===== config.mk =====
export PLATFORM = sky130hd
export DESIGN_NAME = q_stream_monitor
export DESIGN_NICKNAME = d
export VERILOG_FILES = /design/src/rtl/q_stream_monitor.sv
export SDC_FILE = /design/constraint.sdc
export NUM_CORES = 1
export LEC_CHECK = 0
export CAP_MARGIN = 20
export CORE_ASPECT_RATIO = 0.8
export CORE_MARGIN = 1
export CORE_UTILIZATION = 45
export CTS_CLUSTER_SIZE = 24
export DETAILED_ROUTE_END_ITERATION = 16
export HOLD_SLACK_MARGIN = 0.05
export PLACE_DENSITY_LB_ADDON = 0.2
export SLEW_MARGIN = 20
export SYNTH_ARGS = -nofsm -noshare
export SYNTH_HDL_FRONTEND = slang
export SYNTH_SLANG_ARGS = --single-unit

===== constraint.sdc =====
create_clock -name clk -period 1.7 [get_ports clk]
set_input_delay 0.425 -clock clk [delete_from_list [all_inputs] [get_ports clk]]
set_output_delay 0.425 -clock clk [all_outputs]
set_load 0.01 [all_outputs]

===== src/rtl/q_stream_monitor.sv =====
// Watches the Q output of an upstream sequence counter: checks each sample for a legal
// +1 step, locks onto a healthy stream, flags step faults, and reports match/wrap events.
module q_stream_monitor #(
    parameter int unsigned      WIDTH  = 4,
    parameter logic [WIDTH-1:0] MATCH  = 4'b0101,
    parameter int unsigned      LOCK_N = 4,
    parameter int unsigned      CNT_W  = 8
) (
    input  logic             clk,
    input  logic             rst_n,
    input  logic             en,
    input  logic [WIDTH-1:0] q_in,
    input  logic             clr_err,
    output logic             match_p,
    output logic             wrap_p,
    output logic             locked,
    output logic             err,
    output logic [CNT_W-1:0] match_cnt,
    output logic [1:0]       state
);

    typedef enum logic [1:0] {
        ST_IDLE   = 2'b00,
        ST_TRACK  = 2'b01,
        ST_LOCKED = 2'b10,
        ST_FAULT  = 2'b11
    } state_e;

    localparam logic [3:0] LOCK_CNT = 4'(LOCK_N);

    state_e             state_r;
    state_e             state_nxt_s;
    logic [WIDTH-1:0]   prev_r;
    logic [WIDTH-1:0]   prev_nxt_s;
    logic [3:0]         good_cnt_r;
    logic [3:0]         good_cnt_nxt_s;
    logic [3:0]         good_inc_s;
    logic               good_step_s;
    logic               match_hit_s;
    logic               wrap_hit_s;
    logic               cnt_max_s;
    logic               match_p_r;
    logic               wrap_p_r;
    logic               locked_r;
    logic               err_r;
    logic [CNT_W-1:0]   match_cnt_r;

    // A legal step is exactly one above the previous sample, modulo 2^WIDTH.
    function automatic logic is_good_step(input logic [WIDTH-1:0] prev_v,
                                          input logic [WIDTH-1:0] q_v);
        logic [WIDTH-1:0] exp_v;
        exp_v = prev_v + {{(WIDTH-1){1'b0}}, 1'b1};
        return (q_v == exp_v);
    endfunction

    // Event detection for the pulse outputs and the saturating counter.
    always_comb begin
        good_step_s = is_good_step(prev_r, q_in);
        good_inc_s  = good_cnt_r + 4'd1;
        match_hit_s = en & (q_in == MATCH);
        wrap_hit_s  = en & (state_r != ST_IDLE) & (prev_r == {WIDTH{1'b1}})
                         & (q_in == {WIDTH{1'b0}});
        cnt_max_s   = (match_cnt_r == {CNT_W{1'b1}});
    end

    // Next-state logic for the lock FSM, previous sample and good-step counter.
    always_comb begin
        state_nxt_s    = state_r;
        prev_nxt_s     = prev_r;
        good_cnt_nxt_s = good_cnt_r;
        case (state_r)
            ST_IDLE: begin
                if (en) begin
                    state_nxt_s    = ST_TRACK;
                    prev_nxt_s     = q_in;
                    good_cnt_nxt_s = 4'd0;
                end else begin
                    state_nxt_s = ST_IDLE;
                end
            end
            ST_TRACK: begin
                if (en) begin
                    prev_nxt_s = q_in;
                    if (good_step_s) begin
                        good_cnt_nxt_s = good_inc_s;
                        if (good_inc_s == LOCK_CNT) begin
                            state_nxt_s = ST_LOCKED;
                        end else begin
                            state_nxt_s = ST_TRACK;
                        end
                    end else begin
                        good_cnt_nxt_s = 4'd0;
                        state_nxt_s    = ST_TRACK;
                    end
                end else begin
                    state_nxt_s = ST_TRACK;
                end
            end
            ST_LOCKED: begin
                if (en) begin
                    prev_nxt_s = q_in;
                    if (good_step_s) begin
                        state_nxt_s = ST_LOCKED;
                    end else begin
                        state_nxt_s = ST_FAULT;
                    end
                end else begin
                    state_nxt_s = ST_LOCKED;
                end
            end
            ST_FAULT: begin
                // Clearing re-arms tracking; a same-cycle sample only seeds prev.
                if (clr_err) begin
                    state_nxt_s    = ST_TRACK;
                    good_cnt_nxt_s = 4'd0;
                    if (en) begin
                        prev_nxt_s = q_in;
                    end else begin
                        prev_nxt_s = prev_r;
                    end
                end else if (en) begin
                    prev_nxt_s = q_in;
                end else begin
                    prev_nxt_s = prev_r;
                end
            end
            default: begin
                state_nxt_s    = ST_IDLE;
                prev_nxt_s     = {WIDTH{1'b0}};
                good_cnt_nxt_s = 4'd0;
            end
        endcase
    end

    // State, history and registered outputs.
    always_ff @(posedge clk or negedge rst_n) begin
        if (!rst_n) begin
            state_r     <= ST_IDLE;
            prev_r      <= {WIDTH{1'b0}};
            good_cnt_r  <= 4'd0;
            match_p_r   <= 1'b0;
            wrap_p_r    <= 1'b0;
            locked_r    <= 1'b0;
            err_r       <= 1'b0;
            match_cnt_r <= {CNT_W{1'b0}};
        end else begin
            state_r    <= state_nxt_s;
            prev_r     <= prev_nxt_s;
            good_cnt_r <= good_cnt_nxt_s;
            match_p_r  <= match_hit_s;
            wrap_p_r   <= wrap_hit_s;
            locked_r   <= (state_nxt_s == ST_LOCKED);
            err_r      <= (state_nxt_s == ST_FAULT);
            if (match_hit_s && !cnt_max_s) begin
                match_cnt_r <= match_cnt_r + {{(CNT_W-1){1'b0}}, 1'b1};
            end
        end
    end

    assign match_p   = match_p_r;
    assign wrap_p    = wrap_p_r;
    assign locked    = locked_r;
    assign err       = err_r;
    assign match_cnt = match_cnt_r;
    assign state     = state_r;

endmodule


==> metrics.cfg <==
[placed_design]
port-buffer-count = 21
post-dp-hpwl_um = 1570
dp_cells = 157
gp_congestion = 0.830
place_ws_ns = -0.532

[clock_tree]
cts_hold_buf = 0
htreeDepth = 1
clk_path_buf_depth = 2
clock-sinks = 22
path_clk_slew_ns = 0.11
insertion_delay_ns = 0.31
cts_tree = built
ctsRootBufferMaster = clkbuf_4
numCtsBuffers = 3

[worst_setup_path]
cp_max_fo = 5
crit_type = in -> reg
crit_required_ns = 1.94
crit_arrival_ns = 1.90
cp-end-kind = flop
worst_setup_path_start_kind = input port

[yosys]
synth-compound-area-share_pct = 7.37
synth_nets = 109
ys_seq_area_share_pct = 49.2
synth_simple_gate_area_share_pct = 20.6
synth_area_mm2 = 0.00112
yosys_warnings = 0
muxShareOfSynthArea_pct = 5.03
synth_top_area_share_pct = 49.2
ys_ff_latch = 22
synth_cells = 98
synth-xor-area-share_pct = 12.5
synth.area.top_cells = dfrtp_1, xnor2_1, mux2_2
synth_adder_area_share_pct = 3.35
ys_types = 30
synth_top_family_by_area = simple AND/OR/NAND/NOR gates
synth.avg_cell_area_um2 = 11.4
yosys.area.top_type = dfrtp_1

[floorplan]
core_mm2 = 0.00225
die_w_um = 57.8
pin_count = 22
fp-row-count = 15
initial_core_util_pct = 49.7
die_y_um = 46.6
dieArea_mm2 = 0.00269

[routing]
drt_iter0_markers = 17
vias_per_cell = 5.17
wirelength_um = 2260
drc = 0
drtPass1Iterations = 5
ant_nets = 0
vias = 884
wl_per_cell_um = 13.2

[global_routing]
grt.overflow.total = 0
grt_pass1_vias = 820
grt_use_total_pct = 19.1
antenna_found_initial = 0
grt_max_degree = 23
grt_pass1_wl_um = 3620

[sta]
slew_headroom_pct = 77.5
finalCritPeriodShare_pct = 97.8
finalHoldViolCount = 0
skew_ns = 0.00136
setup_viol = 0
fin_crit_ns = 1.66
rsz0062_at_grt = yes
slew_violations = 0
fmax_ghz = 0.601
fin_ws_ns = 0.0369
tns_ns = 0
worstMarginPinSlew_ns = 0.334

[pwr]
total_power_mw = 1.22
p_leak_nw = 0.812
p_per_area_mw_per_mm2 = 747
vdd_drop_max_mv = 0.410

[cells_and_area]
utilization_pct = 72.4
syn2layout_area_growth_pct = 45.7
layout.nets = 159
final_common_cell = buf_4
stdcell_count = 171
fillers = 171
layout_common_cells = buf_4, dfrtp_1, nand2_1, clkdlybuf4s50_1, xnor2_1
diodes = 0
drive_gt1_share_pct = 34.2

[job]
maxCapViolCount = 0

[worst_hold_path]
hp-class = in -> async

[run_status]
status = completed

## timing repair
item | CTS | global route
gates resized for setup | 11 | 12
setup endpoints to repair | 23 | 18
gates cloned | 0 | 0
buffers inserted | 9 | 2
hold endpoints to repair | 0 | 0
pin swaps | 5 | 6
## worst max-delay path, cell delays in order
cell and delay [ns]:
clkdlybuf4s50_1 0.50, xnor2_2 0.29, xnor2_4 0.14, nor4_4 0.26, nand2_1 0.13, o22ai_1 0.15
## registers in the layout (all words and copies together) (netlist names)
| name | cells |
|---|---|
| wrap_p | 1 |
| prev_r | 4 |
| match_cnt | 8 |
| good_cnt_r | 4 |
| err | 1 |
| state | 2 |
| locked | 1 |
| match_p | 1 |
## cells by family after synthesis
kind of cell | after synthesis
AND/OR/NAND/NOR | 38
flip-flops | 22
XOR/XNOR | 13
AO/OA/AOI/OAI | 11
buffers and inverters | 6
multiplexers | 5
adder cells (fa/ha/maj) | 3
## report_power, final
group / total [mW] / internal, mW / switching [mW]
logic: 0.385 / 0.206 / 0.179
registers: 0.600 / 0.568 / 0.0320
clock network: 0.233 / 0.0829 / 0.151
## routing by layer
metal,vias up,global-route usage (%),part of all wire [%]
li1,443,-,-
met1,418,22.6,45
met2,19,34.7,49
met3,4,6.18,4.4
met4,0,4.29,1.0
met5,-,0,0
## worst paths after layout
kind                       cells after the start            end           from  slack [ns]
max                                            6  good_cnt_r[2]        q_in[2]        0.04
min                                            2            err          rst_n        0.45
max reg2reg                                    6  good_cnt_r[2]      prev_r[0]        0.04
min reg2reg                                    1  good_cnt_r[0]  good_cnt_r[0]        0.53
max in group asynchronous                      2       state[0]          rst_n        1.02
min in group clk                               2      prev_r[1]        q_in[1]        0.50
## cells in the mapped netlist
cell type  instances
ha_1               3
o21ai_0            2
a221o_2            1
nand4_1            4
and3_1             3
a31oi_1            1
nand3_1            5
xnor2_1            8
nand2b_1           1
nor2_1             4
or3b_1             1
nand3b_1           2
a211oi_1           1
a21oi_1            1
xnor2_2            1
or2_4              1
nand2_1           12
inv_1              4
nor4_4             2
o2111ai_1          1
nor2b_1            2
a31oi_2            1
a21o_2             1
mux2_2             5
clkbuf_1           2
xnor2_4            1
xor2_1             3
dfrtp_1           22
nor3b_1            1
o22ai_1            2
## metrics by stage
| stage | hold WS, ns | area (um^2) |
|---|---|---|
| 6_report | 0.447 | 1630 |
| 5_1_grt | 0.476 | 1630 |
| 4_1_cts | 0.451 | 1580 |
| 3_5_place_dp | 0.497 | 1470 |
| 3_3_place_gp | 0.482 | 1470 |
| 2_1_floorplan | 0.129 | 1120 |
## area by class of cell
class                           instances  area [um^2]  area share, %
Clock buffer                            3         22.5           1.38
Multi-Input combinational cell         70          594           36.4
Timing Repair Buffer                   47          417           25.5
Tap cell                               25         31.3           1.92
Inverter                                4         15.0          0.920
Sequential cell                        22          552           33.8
(Power assumes the default switching activity.)
